`src/rtl/seg_digit_entry.sv`:
```
// seg_digit_entry: seven-segment decimal keypad entry with multi-cycle BCD-to-binary conversion
module seg_digit_entry #(
    parameter int MAX_DIGITS = 4
) (
    input  logic        clk,
    input  logic        rst,
    input  logic [7:0]  seg_in,
    input  logic        seg_valid,
    input  logic        del,
    input  logic        enter,
    input  logic        clr,
    output logic [31:0] value,
    output logic        value_valid,
    output logic        busy,
    output logic [2:0]  digit_count,
    output logic [15:0] digits,
    output logic        bad_seg,
    output logic        overflow
);
    typedef enum logic [1:0] {IDLE, ENTRY, CONV, DONE} state_t;

    state_t      state, state_n;
    logic [15:0] digits_n;
    logic [2:0]  count_n;
    logic [13:0] acc, acc_n;
    logic [1:0]  step, step_n;
    logic [31:0] value_n;
    logic        vv_n, bad_n, ovf_n;
    logic        legal;
    logic [3:0]  dec, nib;

    // Reverse the display encoding: bit 4 flags a legal code, low nibble is the digit
    function automatic logic [4:0] decode(input logic [7:0] c);
        case (c)
            8'hFC: decode = 5'h10;
            8'h60: decode = 5'h11;
            8'hDA: decode = 5'h12;
            8'hF2: decode = 5'h13;
            8'h66: decode = 5'h14;
            8'hB6: decode = 5'h15;
            8'h3E: decode = 5'h16;
            8'hE0: decode = 5'h17;
            8'hFE: decode = 5'h18;
            8'hE6: decode = 5'h19;
            default: decode = 5'h00;
        endcase
    endfunction

    assign {legal, dec} = decode(seg_in);
    assign nib  = digits[{~step, 2'b00} +: 4];
    assign busy = (state == CONV) || (state == DONE);

    // Next-state and next-register computation; key strobes resolve clr > enter > del > seg_valid
    always_comb begin
        state_n  = state;
        digits_n = digits;
        count_n  = digit_count;
        acc_n    = acc;
        step_n   = step;
        value_n  = value;
        vv_n     = 1'b0;
        bad_n    = 1'b0;
        ovf_n    = 1'b0;
        case (state)
            IDLE, ENTRY: begin
                if (clr) begin
                    digits_n = '0;
                    count_n  = '0;
                    state_n  = IDLE;
                end else if (enter) begin
                    acc_n   = '0;
                    step_n  = '0;
                    state_n = CONV;
                end else if (del) begin
                    if (digit_count != 3'd0) begin
                        digits_n = {4'h0, digits[15:4]};
                        count_n  = digit_count - 3'd1;
                        state_n  = (digit_count == 3'd1) ? IDLE : ENTRY;
                    end
                end else if (seg_valid) begin
                    if (!legal) begin
                        bad_n = 1'b1;
                    end else if (digit_count == 3'(MAX_DIGITS)) begin
                        ovf_n = 1'b1;
                    end else begin
                        digits_n = {digits[11:0], dec};
                        count_n  = digit_count + 3'd1;
                        state_n  = ENTRY;
                    end
                end
            end
            CONV: begin
                if (clr) begin
                    digits_n = '0;
                    count_n  = '0;
                    state_n  = IDLE;
                end else begin
                    acc_n   = (acc << 3) + (acc << 1) + {10'b0, nib};
                    step_n  = step + 2'd1;
                    state_n = (step == 2'd3) ? DONE : CONV;
                end
            end
            default: begin
                value_n  = {18'b0, acc};
                vv_n     = 1'b1;
                digits_n = '0;
                count_n  = '0;
                state_n  = IDLE;
            end
        endcase
    end

    // State and datapath registers with asynchronous clear
    always_ff @(posedge clk or posedge rst) begin
        if (rst) begin
            state       <= IDLE;
            digits      <= '0;
            digit_count <= '0;
            acc         <= '0;
            step        <= '0;
            value       <= '0;
            value_valid <= 1'b0;
            bad_seg     <= 1'b0;
            overflow    <= 1'b0;
        end else begin
            state       <= state_n;
            digits      <= digits_n;
            digit_count <= count_n;
            acc         <= acc_n;
            step        <= step_n;
            value       <= value_n;
            value_valid <= vv_n;
            bad_seg     <= bad_n;
            overflow    <= ovf_n;
        end
    end
endmodule
```
`config.mk`:
```
export PLATFORM = sky130hd
export DESIGN_NAME = seg_digit_entry
export DESIGN_NICKNAME = d
export VERILOG_FILES = /design/src/rtl/seg_digit_entry.sv
export SDC_FILE = /design/constraint.sdc
export NUM_CORES = 1
export LEC_CHECK = 0
export ABC_AREA = 1
export CORE_ASPECT_RATIO = 1.5
export CORE_UTILIZATION = 41
export DETAILED_ROUTE_END_ITERATION = 16
export PLACE_DENSITY = 0.69
export SLEW_MARGIN = 20
export SYNTH_ARGS = -nofsm -noshare
export SYNTH_HDL_FRONTEND = slang
export SYNTH_SLANG_ARGS = --single-unit
```
`constraint.sdc`:
```
create_clock -name clk -period 3.38 [get_ports clk]
set_clock_uncertainty 0.1 [all_clocks]
set_input_delay 0.676 -clock clk [delete_from_list [all_inputs] [get_ports clk]]
set_output_delay 0.676 -clock clk [all_outputs]
set_load 0.01 [all_outputs]
```
==> metrics.md <==
| Metric | Value |
|---|---|
| Status | `complete, no violations` |
| Share of layout cells above drive strength 1 | `9.72%` |
| Fin worst setup slack | `349 ps` |
| Die height | `119 um` |
| Maximum fanout along the worst path | `12` |
| Final setup viols | `0` |
| Inst Count DP | `637` |
| Final #Nets | `577` |
| Post-route cell area | `4390 um2` |
| Routed Wire Length | `8690 um` |
| Buf+Inv Stages, Crit Path | `1` |
| Worst r2r src | `step[0]$_DFFE_PP0P_` |
| Htree depth | `2` |
| CTS max path bufs | `2` |
| Cell repeated most along the worst path | `o21ai_0` |
| Hold Vio Cnt, Final | `0` |
| Final max-slew violation count | `0` |
| Post-synth EDFFs | `0` |
| Arr. time, crit path | `3100 ps` |
| Critical Setup Path Class | `reg2reg` |
| Fmax | `330 MHz` |
| Maximum VDD drop | `0.245 mV` |
| CP peak stage delay | `470 ps` |
| Antenna Cells | `0` |
| Min cycle time layout | `3030 ps` |
| Fin cells | `645` |
| Drt wl/cell | `13.5 um` |
| Gr usage total | `19.8%` |
| RSZ-0062 raised after global routing | `no` |
| Vias in the first global route | `3147` |
| Via Count | `3258` |
| Largest net degree at the start of global routing | `35` |
| Commonest non-fill, non-tap cell in the layout | `nand2_1` |
| Setup TNS | `0 ps` |
| Initial Util | `42.3%` |
| Register area share after synthesis | `35.9%` |
| Post-Syn Instances | `488` |
| Crit end category | `flop` |
| Power Density | `546 nW/um2` |
| CTS tree | `done` |
| Overall Power | `2.40 mW` |
| Cell Rows | `42` |
| Worst skew pair latency | `300 ps` |
| CP startpoint | `step[0]$_DFFE_PP0P_` |
| I/O pin cnt | `69` |
| Residual DRC | `0` |
| Post-CTS Setup Inserts | `0` |
| Dpl hpwl | `6790 um` |
| Post-CTS resize count | `0` |
| Period utilisation layout | `89.7%` |
| Main synth FF type | `dfrtp_1` |
| CP max-delay cell | `dfrtp_1` |
| Die width | `80.2 um` |
| Syn Std Cell Area | `3760 um2` |
| Warnings from Yosys | `0` |
| DR vias/cell | `5.05` |
| Fin Hold WS | `380 ps` |
| Core area | `8880 um2` |
| Actual slew at the worst max-slew pin | `635 ps` |
| Initial antenna violation count | `0` |
| First-pass iteration count of the detailed router | `4` |
| Most frequent cells in the layout | `nand2_1 (123), dfrtp_1 (54), clkdlybuf4s50_1 (50)` |
| Async set-reset flop share out of synthesis | `100%` |
| DIE AREA | `9570 um2` |
| Top delay family on crit path | `compound AO/OA/AOI/OAI gates` |
| Crit-path cells | `inv_1, o21ai_0, a21oi_1, a21oi_1, ha_1, ha_1, fa_1, nand2_1, nand3_1, o21ai_0, o21ai_0, o21ai_0, o21ai_0` |
| CTS Buf Count | `5` |
| Clock Pin Slew Worst Setup and Hold Paths | `70 ps` |
| Yosys reg bits | `54` |
| Antenna Nets Post-Route | `0` |
| Port buffer count | `50` |
| Num Clock Sinks | `54` |
| Worst path required time | `3450 ps` |
| Pre-CTS setup slack | `398 ps` |
| Startpoint Class | `flop` |
| Syn Area/Cell | `7.70 um2` |
| Iter 0 DRT Violations | `106` |
| Root Driver | `clkbuf_16` |
| Post-placement cell area | `4250 um2` |
| Slew margin rel. | `57.6%` |
| P&R area growth vs syn | `16.9%` |
| CTS Hold Bufs | `0` |
| Hold WC Path Type | `reg2reg` |
| First-pass GRT wire length | `14800 um` |
| Fin util | `49.5%` |
| Final GP Congestion | `0.881` |
| Leak Pwr | `2.20 nW` |
| Grt total ovfl | `0` |
| Worst hold start | `acc[13]$_DFFE_PP0P_` |
| Synth cell types | `37` |
| Max cap viols | `0` |
## per-layer routing
| metal | vias to the layer above | wire [um] | track usage, % |
|---|---|---|---|
| li1 | 1632 | - | - |
| met1 | 1530 | 3370 | 22.0 |
| met2 | 76 | 4780 | 36.5 |
| met3 | 20 | 266 | 2.91 |
| met4 | 0 | 268 | 8.37 |
| met5 | - | 0 | 0 |
## registers in the layout (all words and copies together), names as in the netlist
name and count:
digits 16, value_valid 1, digit_count 3, overflow 1, acc 14, bad_seg 1
state 2, step 2, value 14
## cells by family after synthesis
logic type,Yosys count,synth area share (%)
AND/OR/NAND/NOR,231,28.7
buffers and inverters,85,11.8
AO/OA/AOI/OAI,83,12.2
flip-flops,54,35.9
adder cells (fa/ha/maj),29,10.0
XOR/XNOR,5,1.16
other,1,0.0997
## power breakdown
group	total [mW]	switching, mW	internal [mW]
sequential	0.924	0.131	0.793
clock	0.528	0.233	0.295
combinational	0.949	0.543	0.406
total	2.40	0.907	1.49
## worst min-delay path, delay by kind of cell, from the launching register on
kind | cells | cell delay [ps]
and+or+nand+nor | 2 | 100
DFF | 1 | 350
## layout make-up
cell class,instances,area (um2)
clock inverters,1,5.00
inverters,53,199
well taps,110,138
multi-input cells,366,2030
clock buffers,7,143
repair buffers,54,531
fillers,885,4490
flip-flops and latches,54,1350
## Yosys cell counts (2+ instances only)
cell type,number,share of area (%)
o21bai_1,2,0.40
nand3_2,11,2.9
dfrtp_1,54,36
nor2_1,40,4.0
nor2_4,4,1.2
nor3_1,2,0.27
nand2_1,123,12
nand2_4,2,0.60
nand4_1,4,0.67
fa_1,2,1.1
nand3_1,25,3.3
buf_4,20,4.0
buf_12,2,1.1
xor2_1,3,0.70
clkbuf_1,6,0.60
xnor2_1,2,0.47
inv_2,3,0.30
o21ai_0,41,5.5
ha_1,27,9.0
a211oi_1,6,1.2
inv_1,49,4.9
nor2_2,5,0.83
buf_6,2,0.60
buf_2,2,0.27
a21o_1,2,0.40
a21oi_1,27,3.6
nand2_2,12,2.0
## final timing paths
kind	slack [ps]	depth (start not counted)	to
max in group asynchronous	2160	3	digit_count[0]$_DFFE_PP0P_
max reg2reg	350	13	acc[10]$_DFFE_PP0P_
min reg2reg	380	2	value[13]$_DFFE_PP0P_
min	380	2	value[13]$_DFFE_PP0P_
max	350	13	acc[10]$_DFFE_PP0P_
min in group asynchronous	630	3	value_valid$_DFF_PP0_
(Power assumes the default switching activity.)
==> RTL change 1 (same settings) <==
Register the inputs `seg_in`, `seg_valid`, `del`, `enter` and `clr` before use, without a reset. The logic sees them one clock later.
--- a/src/rtl/seg_digit_entry.sv
+++ b/src/rtl/seg_digit_entry.sv
@@ -18,6 +18,20 @@
     output logic        overflow
 );
     typedef enum logic [1:0] {IDLE, ENTRY, CONV, DONE} state_t;
+
+    logic [7:0] seg_q;
+    logic seg_valid_q;
+    logic del_q;
+    logic enter_q;
+    logic clr_q;
+
+    always_ff @(posedge clk) begin
+        seg_q       <= seg_in;
+        seg_valid_q <= seg_valid;
+        del_q       <= del;
+        enter_q     <= enter;
+        clr_q       <= clr;
+    end
 
     state_t      state, state_n;
     logic [15:0] digits_n;
@@ -46,7 +60,7 @@
         endcase
     endfunction
 
-    assign {legal, dec} = decode(seg_in);
+    assign {legal, dec} = decode(seg_q);
     assign nib  = digits[{~step, 2'b00} +: 4];
     assign busy = (state == CONV) || (state == DONE);
 
@@ -63,21 +77,21 @@
         ovf_n    = 1'b0;
         case (state)
             IDLE, ENTRY: begin
-                if (clr) begin
+                if (clr_q) begin
                     digits_n = '0;
                     count_n  = '0;
                     state_n  = IDLE;
-                end else if (enter) begin
+                end else if (enter_q) begin
                     acc_n   = '0;
                     step_n  = '0;
                     state_n = CONV;
-                end else if (del) begin
+                end else if (del_q) begin
                     if (digit_count != 3'd0) begin
                         digits_n = {4'h0, digits[15:4]};
                         count_n  = digit_count - 3'd1;
                         state_n  = (digit_count == 3'd1) ? IDLE : ENTRY;
                     end
-                end else if (seg_valid) begin
+                end else if (seg_valid_q) begin
                     if (!legal) begin
                         bad_n = 1'b1;
                     end else if (digit_count == 3'(MAX_DIGITS)) begin
@@ -90,7 +104,7 @@
                 end
             end
             CONV: begin
-                if (clr) begin
+                if (clr_q) begin
                     digits_n = '0;
                     count_n  = '0;
                     state_n  = IDLE;
Behaviour: not the same (Yosys sat finds a counterexample within 4 cycles, from zero or initial values and one cycle with rst high).
==> RTL change 1 against the unedited design <==
Via count increased by 3.8%; design area rose by 6.9%; wire length up 3.6%; maximum frequency rose by 1.8%; cell count grew 3.3%; sequential power is 10% higher; power up 17%; worst setup slack gained 0.053 ns; non-clock buffer count did not move; largest power group is now registers; area after synthesis increased by 2.9%; sequential cell count up 12.
==> RTL change 1: results (changes against the unedited design) <==
P per Cell Area 598 nW/um^2 (+9.5%); syn_area_per_cell 7.74 sq um (+0.43%); status finished clean; First DRT Iteration DRCs 154 (+45%); Pre-antenna DRT Iters 5 (+1); worst-path maximum fanout 13 (+1); vias in the first global route 3251 (+3.3%); Synth top cells by count 138 x nand2_1, 54 x dfrtp_1, 46 x inv_1; combinational power share 0.283 (-0.112); Hold Crit Endpoint value[10]; Fin Hold WS 0.375 ns (-0.00467 ns); kind of cell adding the most delay to the critical path adder cells; Via density 5.08 (+0.56%); clock latency on the worst-skew pair 0.33 ns (+0.03 ns); Routed WL 9000 microns (+3.6%); CTS Buf Count 9 (+4); Synth cell types 39 (+5.4%); Cell Count Post-Placement 650 (+2.0%); layout cells sized above 1 0.0578 (-0.0394); P_sw 0.906 mW (about the same); final core occ 0.510 (+0.0156); fin crit period 2.98 ns (-0.0534 ns); slowest CP cell fa_1; dpl cell area 4380 sq um (+3.2%); NumNets Final 592 (+2.6%); first-pass GRT wire length 14800 microns (+0.37%); setup slack, reg-to-reg 0.40 ns (+0.05 ns); DR WL/cell 13.5 microns (+0.36%); fillers 865 (-2.3%); CP Capture Point acc[8]
-- RTL change 1: per-layer routing --
layer	vias to the layer above	GRT usage	wire length, microns
met4	0	0.0982	310
met1	1557	0.210	3530
met3	28	0.0504	345
met5	-	0	0
met2	111	0.358	4810
li1	1687	-	-
-- RTL change 1: layout make-up --
class | instances | area share
Multi-Input combinational cell | 369 | 0.412
Sequential cell | 66 | 0.339
Timing Repair Buffer | 54 | 0.113
Clock buffer | 14 | 0.0541
Inverter | 49 | 0.0392
Tap cell | 112 | 0.0298
Clock inverter | 2 | 0.0128
-- RTL change 1: cell families after synthesis --
| group | share of synthesized area |
|---|---|
| other | 0.000969 |
| and+or+nand+nor | 0.251 |
| buffers and inverters | 0.105 |
| adders and majority gates | 0.0977 |
| xor gates and xnor gates | 0.0113 |
| DFF | 0.411 |
| AOI/OAI and AO/OA | 0.123 |
==> RTL change 2 (same settings) <==
Made on the original files. Reset style: synchronous (`rst`), changed in one clocked block. Comments in the files are not updated.
--- a/src/rtl/seg_digit_entry.sv
+++ b/src/rtl/seg_digit_entry.sv
@@ -111,7 +111,7 @@
     end
 
     // State and datapath registers with asynchronous clear
-    always_ff @(posedge clk or posedge rst) begin
+    always_ff @(posedge clk) begin
         if (rst) begin
             state       <= IDLE;
             digits      <= '0;
Function: differs if rst is asserted again (counterexample within 4 cycles, from zero or initial values and one cycle with rst high); with rst held inactive, the same outputs for 4 cycles.
==> RTL change 2 against the unedited design <==
Sequential cell count is the same; global-route usage grew 0.092 points; design area shrank 3.4%; area after synthesis shrank 4.2%; worst setup slack gained 0.061 ns; wire length grew 2.9%.
Power is not compared: it rests on default switching activity, and its combinational part moved more than twofold at a synthesized area within 25%.
==> RTL change 2: results (changes against the unedited design) <==
status finished clean; via count of the routed design 3480 (+6.8%); CP Data Arrival Time 3.10 ns (about the same); critical path launch point type flop; DP HPWL 6920 microns (+1.9%); First DRT Iteration DRCs 154 (+45%); VDD IR-drop max around 0.2 mV; Synth top cells by count 108 x nand2_1, 82 x nor2_1, 61 x a21oi_1; port bufs 50 (unchanged); worst hold start acc[13]; slowest CP cell dfxtp_1; largest net degree at the start of global routing 28 (-20%); postcts setup bufs 0 (unchanged); layout cells sized above 1 0.0639 (-0.0333); post-synthesis sequential area ratio 0.300 (-0.0594); GPL Wtd Cong 0.991 (+12%); gr usage total 0.199 (+0.000924); clk slew on worst S/H paths 0.07 ns (about the same); dominant synthesized flop cell dfxtp_1; DR WL/cell 13.0 microns (-3.3%); htree depth 2 (unchanged); static leakage 1.96 nW; CTS root buffer clkbuf_16; setup slack, reg-to-reg 0.41 ns (+0.06 ns); worst-path maximum fanout 12 (unchanged); Worst Hold Class reg -> reg; Synth area leaders dfxtp_1 30%, nand2_1 11%, ha_1 9.4%; Resize count post-CTS 0 (unchanged); CP max stage delay 0.53 ns (+0.06 ns); synth warn 0 (unchanged); FFs w/ async S/R, synth 0 (-1.00); NumNets Final 621 (+7.6%); kind of cell adding the most delay to the critical path compound AO/OA/AOI/OAI gates; clock latency on the worst-skew pair 0.30 ns (about the same); initial antenna violation count 0 (unchanged); final hold violations 0 (unchanged); worst r2r src step[0]; Synth cell types 39 (+5.4%); setup total negative slack 0 ns (unchanged); CTS Buf Count 5 (unchanged); P_sw 0.462 mW; dpl cell area 4100 sq um (-3.6%); top flop regs digits: 16 flops, acc: 14 flops, value: 14 flops; first-pass GRT wire length 14300 microns (-3.2%); vias in the first global route 3214 (+2.1%); clk buf depth 2 (unchanged); Least-Margin Pin Slew 0.717 ns (+0.0821 ns); Pre-antenna DRT Iters 4 (unchanged); n_diodes 0 (unchanged); Reg with most FFs digits
RTL change 2: cell count changes after synthesis, moves of 10 or more:
cell | before | now
dfxtp_1 | 0 | 54
dfrtp_1 | 54 | 0
a21oi_1 | 27 | 61
nand3_2 | 11 | 1
nand2_1 | 123 | 108
nor2_1 | 40 | 82
RTL change 2: metal layers:
| metal | global-route usage | part of all wire | up-vias |
|---|---|---|---|
| met5 | 0 | 0 | - |
| met4 | 0.122 | 0.046 | 0 |
| met3 | 0.0209 | 0.028 | 31 |
| met2 | 0.380 | 0.53 | 83 |
| met1 | 0.206 | 0.40 | 1577 |
| li1 | - | - | 1789 |
RTL change 2: final cells by class:
| cell class | count | area [sq um] |
|---|---|---|
| fill | 879 | 4220 |
| multi-input combinational | 408 | 2140 |
| sequential | 54 | 1080 |
| timing repair buffer | 55 | 538 |
| inverter | 54 | 204 |
| clock buffer | 6 | 139 |
| tap | 107 | 134 |
| clock inverter | 2 | 12.5 |
RTL change 2: worst paths after layout:
| path | endpoint | cells after the start |
|---|---|---|
| setup / recovery | acc[10] | 14 |
| hold / removal | acc[13] | 2 |
| setup reg to reg | acc[10] | 14 |
| hold reg to reg | acc[13] | 2 |
RTL change 2: cells by family after synthesis:
logic type,synth area share
other,0.00104
AO/OA/AOI/OAI,0.164
XOR/XNOR,0.00729
buffers and inverters,0.124
AND/OR/NAND/NOR,0.299
flip-flops,0.300
adder cells (fa/ha/maj),0.105
RTL change 2: power by group through the flow:
stage	registers, mW	logic, mW	clock network, mW
finish	0.704	0.322	0.535
global route	0.708	0.364	0.563
CTS	0.703	0.323	0.548
detailed placement	0.718	0.322	0
global placement	0.717	0.316	0
floorplan	0.720	0.217	0
RTL change 2: tightest hold or removal path, cell delays in order, from the launching register on:
cell and delay (ns):
dfxtp_1 0.31, nand2_1 0.06, a21oi_1 0.05
RTL change 2: through the flow:
| stage | instances | hold slack, ns | setup WS, ns | util |
|---|---|---|---|---|
| 4_1_cts | 686 | 0.368 | 0.413 | 0.502 |
| 6_report | 686 | 0.365 | 0.410 | 0.502 |
| 3_5_place_dp | 678 | 0.357 | 0.435 | 0.484 |
| 3_3_place_gp | 678 | 0.355 | 0.602 | 0.484 |
| 2_1_floorplan | 553 | 0.342 | 0.663 | - |
| 5_1_grt | 686 | 0.388 | 0.0988 | 0.502 |
